### config.mk
export PLATFORM = sky130hd
export DESIGN_NAME = count_display
export DESIGN_NICKNAME = d
export VERILOG_FILES = /design/src/rtl/display_pkg.sv /design/src/rtl/bcd_to_7seg.sv /design/src/rtl/count_display.sv
export SDC_FILE = /design/constraint.sdc
export NUM_CORES = 1
export LEC_CHECK = 0
export CORE_UTILIZATION = 34
export CTS_CLUSTER_SIZE = 40
export DETAILED_ROUTE_END_ITERATION = 6
export PLACE_DENSITY_LB_ADDON = 0.3
export SYNTH_ARGS = -nofsm -noshare
export SYNTH_HDL_FRONTEND = slang
export SYNTH_SLANG_ARGS = --single-unit
export TNS_END_PERCENT = 10
### constraint.sdc
create_clock -name clk -period 2.2 [get_ports clk]
set_input_delay 0.33 -clock clk [delete_from_list [all_inputs] [get_ports clk]]
set_output_delay 0.33 -clock clk [all_outputs]
set_load 0.02 [all_outputs]
### src/rtl/display_pkg.sv
// Shared types and seven-segment constants for the count display slice.
package display_pkg;

    typedef enum logic [1:0] {
        IDLE  = 2'd0,
        SHIFT = 2'd1,
        DONE  = 2'd2
    } state_t;

    typedef logic [3:0] bcd_t;

    // Active-low patterns, bit0 = segment a ... bit6 = segment g.
    localparam logic [6:0] SEG_0     = 7'b1000000;
    localparam logic [6:0] SEG_1     = 7'b1111001;
    localparam logic [6:0] SEG_2     = 7'b0100100;
    localparam logic [6:0] SEG_3     = 7'b0110000;
    localparam logic [6:0] SEG_4     = 7'b0011001;
    localparam logic [6:0] SEG_5     = 7'b0010010;
    localparam logic [6:0] SEG_6     = 7'b0000010;
    localparam logic [6:0] SEG_7     = 7'b1111000;
    localparam logic [6:0] SEG_8     = 7'b0000000;
    localparam logic [6:0] SEG_9     = 7'b0010000;
    localparam logic [6:0] SEG_BLANK = 7'b1111111;

    // Double-dabble correction applied to one BCD digit before each shift.
    function automatic bcd_t dd_adjust(input bcd_t d);
        if (d >= 4'd5) begin
            return d + 4'd3;
        end else begin
            return d;
        end
    endfunction

endpackage

### src/rtl/bcd_to_7seg.sv
// Combinational BCD digit to active-low seven-segment decoder; non-decimal codes blank.
module bcd_to_7seg
    import display_pkg::*;
(
    input  bcd_t       digit,
    output logic [6:0] seg
);

    // Digit lookup
    always_comb begin
        seg = SEG_BLANK;
        case (digit)
            4'd0:    seg = SEG_0;
            4'd1:    seg = SEG_1;
            4'd2:    seg = SEG_2;
            4'd3:    seg = SEG_3;
            4'd4:    seg = SEG_4;
            4'd5:    seg = SEG_5;
            4'd6:    seg = SEG_6;
            4'd7:    seg = SEG_7;
            4'd8:    seg = SEG_8;
            4'd9:    seg = SEG_9;
            default: seg = SEG_BLANK;
        endcase
    end

endmodule

### src/rtl/count_display.sv
// Sequential binary-to-BCD (double-dabble) converter driving two seven-segment digits.
// Optional macro COUNT_DISPLAY_BLANK_EN enables leading-zero blanking of the tens digit.
module count_display
    import display_pkg::*;
#(
    parameter int N = 6
) (
    input  logic         clk,
    input  logic         reset,
    input  logic [N-1:0] value,
    output logic         busy,
    output logic         done,
    output bcd_t         tens,
    output bcd_t         ones,
    output logic [6:0]   seg1,
    output logic [6:0]   seg0
);

    localparam int CW = $clog2(N + 1);

`ifdef COUNT_DISPLAY_BLANK_EN
    localparam logic [6:0] SEG1_RST = SEG_BLANK;
`else
    localparam logic [6:0] SEG1_RST = SEG_0;
`endif

    if (N < 1 || N > 6) begin : g_bad_n
        $error("count_display: N must be in 1..6");
    end

    state_t          state_r;
    state_t          state_s;
    logic [N-1:0]    sr_r;
    logic [N-1:0]    cap_r;
    logic [N-1:0]    shown_r;
    logic [7:0]      acc_r;
    logic [CW-1:0]   cnt_r;
    logic [7:0]      adj_s;
    logic            last_s;
    logic [6:0]      seg_tens_s;
    logic [6:0]      seg_ones_s;
    logic [6:0]      seg1_s;

    bcd_to_7seg u_tens (.digit(acc_r[7:4]), .seg(seg_tens_s));
    bcd_to_7seg u_ones (.digit(acc_r[3:0]), .seg(seg_ones_s));

    // Next-state logic and combinational datapath helpers
    always_comb begin
        state_s = state_r;
        last_s  = (cnt_r == CW'(N - 1));
        adj_s   = {dd_adjust(acc_r[7:4]), dd_adjust(acc_r[3:0])};
`ifdef COUNT_DISPLAY_BLANK_EN
        if (acc_r[7:4] == 4'd0) begin
            seg1_s = SEG_BLANK;
        end else begin
            seg1_s = seg_tens_s;
        end
`else
        seg1_s = seg_tens_s;
`endif
        case (state_r)
            IDLE: begin
                if (value != shown_r) begin
                    state_s = SHIFT;
                end else begin
                    state_s = IDLE;
                end
            end
            SHIFT: begin
                if (last_s) begin
                    state_s = DONE;
                end else begin
                    state_s = SHIFT;
                end
            end
            DONE:    state_s = IDLE;
            default: state_s = IDLE;
        endcase
    end

    // State register
    always_ff @(posedge clk) begin
        if (!reset) begin
            state_r <= IDLE;
        end else begin
            state_r <= state_s;
        end
    end

    // Conversion datapath and atomically updated display registers
    always_ff @(posedge clk) begin
        if (!reset) begin
            sr_r    <= {N{1'b0}};
            cap_r   <= {N{1'b0}};
            shown_r <= {N{1'b0}};
            acc_r   <= 8'd0;
            cnt_r   <= {CW{1'b0}};
            busy    <= 1'b0;
            done    <= 1'b0;
            tens    <= 4'd0;
            ones    <= 4'd0;
            seg1    <= SEG1_RST;
            seg0    <= SEG_0;
        end else begin
            busy <= (state_s != IDLE);
            done <= 1'b0;
            case (state_r)
                IDLE: begin
                    if (value != shown_r) begin
                        sr_r  <= value;
                        cap_r <= value;
                        acc_r <= 8'd0;
                        cnt_r <= {CW{1'b0}};
                    end
                end
                SHIFT: begin
                    acc_r <= {adj_s[6:0], sr_r[N-1]};
                    sr_r  <= sr_r << 1;
                    cnt_r <= cnt_r + CW'(1'b1);
                end
                DONE: begin
                    tens    <= acc_r[7:4];
                    ones    <= acc_r[3:0];
                    seg1    <= seg1_s;
                    seg0    <= seg_ones_s;
                    shown_r <= cap_r;
                    done    <= 1'b1;
                end
                default: begin
                    acc_r <= acc_r;
                end
            endcase
        end
    end

endmodule
After elaboration in Yosys (flattened, before gate mapping)
Memory sizes are Yosys's and may differ from the RTL's. A register that Yosys moved wholly into a read port is not among the register bits.
Cells that the tools add are included.
{"block": "totals", "n_memories": 2, "mem_bits_ro": 224, "regBits": 41, "in_bits": 8, "word_cells": 41}
{"block": "classes", "muxes": 12, "eq_ne": 5, "n_lt_le_gt_ge": 2, "reduce_logical": 7, "n_addsub": 3}
{"memory": "(no name shown)", "words": 16, "word_bits": 7, "rd": 1, "rd_clocked_by_memory_dff": 1, "write_ports": 0, "line": "bcd_to_7seg.sv:12", "rtl": "case (digit)"}
{"memory": "(no name shown)", "words": 16, "word_bits": 7, "rd": 1, "rd_clocked_by_memory_dff": 1, "write_ports": 0, "line": "bcd_to_7seg.sv:12"}
{"op": "$pmux 8 s2", "n": 1}
{"op": "$pmux 6 s2", "n": 1}
{"op": "$ge 4x3->1 const B", "n": 2}
{"op": "$mux 8", "n": 1}
{"op": "$mux 3", "n": 2}
{"op": "$mux 6", "n": 1}
{"op": "$ne 6x6->1", "n": 1}
{"op": "$pmux 3 s2", "n": 1}
{"op": "$add 4x2->4 const B", "n": 1}
{"op": "$mux 4", "n": 1}
{"op": "$pmux 2 s2", "n": 1}
{"op": "$reduce_and 2->1", "n": 2}
{"op": "$reduce_bool 2->1", "n": 2}
{"op": "$add 3x1->3 const B", "n": 1}
{"op": "$add 3x2->3 const B", "n": 1}
{"op": "$eq 3x3->1 const B", "n": 1}
{"op": "$eq 2x1->1 const B", "n": 1}
{"op": "$eq 2x2->1 const B", "n": 1}
{"op": "$logic_not 1->1", "n": 2}
{"op": "$logic_not 2->1", "n": 1}
{"op": "$mux 1", "n": 2}
{"op": "$mux 2", "n": 1}
{"op": "$ne 2x2->1 const B", "n": 1}

Longest topological paths before layout
{"block": "logic_depth", "word_depth": 4, "mapped_depth": 6, "mapped_depth_nobuf": 6}

Cells and area by module
A second synthesis with hierarchy kept.
{"block": "unflattened", "cells_unflattened": 323, "area_unflattened_um2": 2668.8}
{"mod": "count_display", "n_inst": 1, "seq_area_each_um2": 1101.1, "area_per_inst_um2": 2258.4, "cells_per_inst": 259}
{"mod": "bcd_to_7seg at u_ones", "n_inst": 1, "seq_area_each_um2": 0.0, "area_per_inst_um2": 210.2, "cells_per_inst": 33}
{"mod": "bcd_to_7seg at u_tens", "n_inst": 1, "seq_area_each_um2": 0.0, "area_per_inst_um2": 200.2, "cells_per_inst": 31}

Least setup slack after synthesis
OpenSTA, ideal clock, no wires.
{"block": "synth_path", "kind": "flip-flop to flip-flop", "start": "register acc_r[5]", "end": "register acc_r[6]", "t_required_ns": 2.130, "path_stages_with_launch": 7, "path_slack_ns": 0.746, "path_buffers": 0, "t_arrival_ns": 1.384, "cell_sequence": "dfxtp_1 -> inv_1 -> ha_1 -> nand2b_1 -> a21oi_1 -> mux2i_1 -> o2bb2ai_1"}
{"block": "synth_via", "elab_chain_cells": 3}
{"item": "from (decl)", "line": "count_display.sv:36", "rtl": "logic [7:0] acc_r;"}
{"item": "from (signal assigned)", "line": "count_display.sv:117", "rtl": "acc_r <= {adj_s[6:0], sr_r[N-1]};"}
{"item": "from (signal assigned)", "line": "count_display.sv:130", "rtl": "acc_r <= acc_r;"}
{"item": "$ge 4x3->1 / $add 3x2->3 (equally long branches)", "line": "display_pkg.sv:27, display_pkg.sv:28"}
{"item": "$mux 3 (*)", "line": "display_pkg.sv:27", "rtl": "if (d >= 4'd5) begin"}
{"item": "$pmux 8 s2 (*)", "line": "count_display.sv:107", "rtl": "case (state_r)"}
Every way passes the cells marked *; elsewhere a longest branch is shown, timed or not.
A chain may end at the register's enable or synchronous reset.

Worst setup path in the final report
{"block": "layout_path", "start": "register acc_r[1]", "end": "register acc_r[2]"}
{"block": "layout_via", "elab_chain_cells": 3}
{"item": "$add 4x2->4 / $ge 4x3->1 (equally long branches)", "line": "display_pkg.sv:28, display_pkg.sv:27"}
{"item": "$mux 4 (*)", "line": "display_pkg.sv:27"}
{"item": "$pmux 8 s2 (*)", "line": "count_display.sv:107"}
Marked as above.

==> metrics.md <==
| Metric | Value |
|---|---|
| Initial Util | 36.1% |
| Final Max Slew Viols | 0 |
| Syn_area_per_cell | 8.39 sq um |
| Unrepaired setup endpoints after global routing | no |
| Leakage | 1.09 nW |
| Post-synth ARST share | 0% |
| Hold Path Class | reg2reg |
| Min Tclk post-route | 1.72 ns |
| Clock transition at path regs | 0.10 ns |
| Largest area contributor in the netlist | dfxtp_1 |
| Layout cells sized above 1 | 5.18% |
| CTS tree | done |
| Top cells by area, synth | dfxtp_1 (44%), nand2_1 (9.6%), a21oi_1 (7.0%), ha_1 (6.0%), mux2i_1 (4.0%) |
| Yosys warns | 0 |
| Final Core Density | 43.9% |
| Sw frac | 21.3% |
| Post-Synthesis Cells | 299 |
| Die X | 87.9 um |
| Hold_buf cts | 0 |
| Commonest register cell after synthesis | dfxtp_1 |
| Sequential cell area fraction in the yosys report | 43.9% |
| Reg-to-Reg End | acc_r[2] |
| Post_cts resized | 0 |
| GRT Util Overall | 15.0% |
| Combinational power share | 6.1% |
| WL per Instance | 12.2 um |
| Setup TNS | 0 ns |
| Max-slew headroom | 68.0% |
| Clock Tree Buf Depth | 2 |
| I/O Pins | 32 |
| P_sw | 0.412 mW |
| Pre-antenna DRT Iters | 4 |
| Crit Path Max Fanout | 8 |
| DRC | 0 |
| Die H | 87.9 um |
| Critical Path RT | 2.45 ns |
| Vias | 2028 |
| Iter 0 DRT Violations | 64 |
| Hold Fails Final Rpt | 0 |
| Worst Setup EP | acc_r[2] |
| Fin crit share | 78.0% |
| Global placement routability congestion | 0.822 |
| CTS H-Tree Depth | 2 |
| Unique masters post-synth | 40 |
| Synthesized flop and latch total | 55 |
| Worst reg2reg path depth | 6 |
| Port Buf Inserts | 31 |
| Vias in the first global route | 1977 |
| Crit start category | flop |
| Area grow syn2layout | 21.4% |
| Commonest cells in the netlist | nand2_1 (64), dfxtp_1 (55), a21oi_1 (35) |
| Clk pwr share | 40.5% |
| Synth top area share | 43.9% |
| Max IR drop VDD | 0.000515 V |
| CTS Root Cell | clkbuf_8 |
| FF/Latch Area | 1100 sq um |
| Pwr dens | 635 nW/um^2 |
| Max-cap violations | 0 |
| Syn_nets | 319 |
| Outcome | finished, final reports clean |
| Setup violators final | 0 |
| Arrival time at the worst endpoint | 1.96 ns |
| FF-to-FF setup slack | 0.48 ns |
| Worst-margin pin slew | 0.479 ns |
| Core Footprint | 6940 sq um |
| DR vias/cell | 4.78 |
| Postcts setup bufs | 0 |
| Post-Route WL | 5190 um |
| Critical path class | reg2reg |
| TritonCTS Sinks | 55 |
| Fmax achieved | 583 MHz |
| Global-route wire length before repair | 8990 um |
| Setup Skew | 0.0107 ns |
| CP endpoint kind | flop |
| Nets | 347 |
| Crit path from | acc_r[1] |
| Die area | 7730 sq um |
| Clk Latency, worst-skew pair | 0.32 ns |
| Top-count cell post-synth | nand2_1 |
| Largest net degree at the start of global routing | 32 |
| Antenna violations before repair | 0 |
| Sequential share of power | 53.4% |
| Count of antenna-violating nets left after detailed routing | 0 |
| Area of the multi-input gates | 1260 sq um |
| Post-DP HPWL | 3720 um |
| N_diodes | 0 |
| Number of synthesized flops with an enable pin | 0 |
| RR Startpoint | acc_r[1] |
| GR Overflow Total | 0 |
| # fillers | 720 |
| Internal power | 1.52 mW |
| FP Rows | 30 |
| CTS Buf Count | 5 |
| Synthesized area | 2510 sq um |
==> cell families after synthesis <==
family	share of synthesized area [%]
AO/OA/AOI/OAI	19.8
XOR/XNOR	3.14
adder cells (fa/ha/maj)	5.98
buffers and inverters	6.08
flip-flops	43.9
multiplexers	4.44
AND/OR/NAND/NOR	16.7
==> area by class of cell <==
cell class | count | area share, %
clock inverter | 2 | 1.97
tap | 96 | 3.94
multi-input combinational | 209 | 41.2
inverter | 16 | 1.97
clock buffer | 6 | 2.38
sequential | 55 | 36.1
timing repair buffer | 40 | 12.4
==> metrics by stage <==
step / hold WS, ns / total power [mW] / setup WS (ns) / cell area (sq um) / instances
after floorplan: 0.432 / 1.13 / 0.746 / 2510 / 299
after global placement: 0.440 / 1.17 / 0.221 / 2920 / 416
after detailed placement: 0.444 / 1.17 / 0.195 / 2920 / 416
after CTS: 0.458 / 1.95 / 0.493 / 3050 / 424
after global routing: 0.470 / 2.00 / 0.357 / 3050 / 424
final: 0.453 / 1.93 / 0.485 / 3050 / 424
==> layer usage <==
layer | part of all wire (%) | GRT usage [%] | vias up
met4 | 0.85 | 3.13 | 0
met3 | 3.3 | 3.96 | 5
li1 | - | - | 1071
met1 | 50 | 19.6 | 923
met2 | 46 | 24.8 | 29
met5 | 0 | 0 | -
==> state kept, by name, indices dropped and copies added (netlist names) <==
signal / cells
acc_r: 8
seg0: 7
seg1: 7
cap_r: 6
shown_r: 6
sr_r: 6
ones: 4
tens: 4
cnt_r: 3
state_r: 2
busy: 1
done: 1
==> worst min path at each step <==
stage | startpoint | end | slack [ns] | cells past startpoint
after floorplan | cap_r[0] | shown_r[0] | 0.43 | 2
after detailed placement | seg0[3] | seg0[3] | 0.44 | 2
after global routing | seg0[3] | seg0[3] | 0.47 | 2
after global placement | sr_r[2] | sr_r[3] | 0.44 | 2
after CTS | seg0[3] | seg0[3] | 0.46 | 2
final | seg0[3] | seg0[3] | 0.45 | 2
==> cell usage in the layout, fill, tap and decap left out, types with 2 or more instances in the layout <==
cell type	Yosys	layout
nand2b_1	5	5
o22ai_1	5	5
nor3_1	3	3
clkdlybuf4s50_1	0	31
xnor2_1	8	8
o2bb2ai_1	2	2
nor2_1	12	12
o21a_1	3	3
clkbuf_8	0	5
ha_1	12	12
a21oi_1	35	35
mux2i_1	10	10
and2_1	3	3
o21ai_0	9	9
bufinv_16	0	2
o211a_1	2	2
a211oi_1	2	2
o211ai_1	8	8
o221ai_1	5	5
nand2_1	64	64
nand3_1	5	5
inv_1	16	16
buf_4	1	9
dfxtp_1	55	55
==> critical path, stage by stage (launching register included) <==
cell and delay (ns):
dfxtp_1 0.52, inv_1 0.13, ha_1 0.21, nand2b_1 0.18, a21oi_1 0.27, mux2i_1 0.22
o2bb2ai_1 0.12
==> power by group through the flow <==
stage	Sequential, mW	Combinational, mW	Clock (mW)
3_5_place_dp	1.06	0.119	0
5_1_grt	1.04	0.132	0.835
4_1_cts	1.03	0.119	0.801
2_1_floorplan	1.05	0.0775	0
3_3_place_gp	1.05	0.117	0
6_report	1.03	0.118	0.785
No activity file was read; power rests on OpenSTA's default activity.
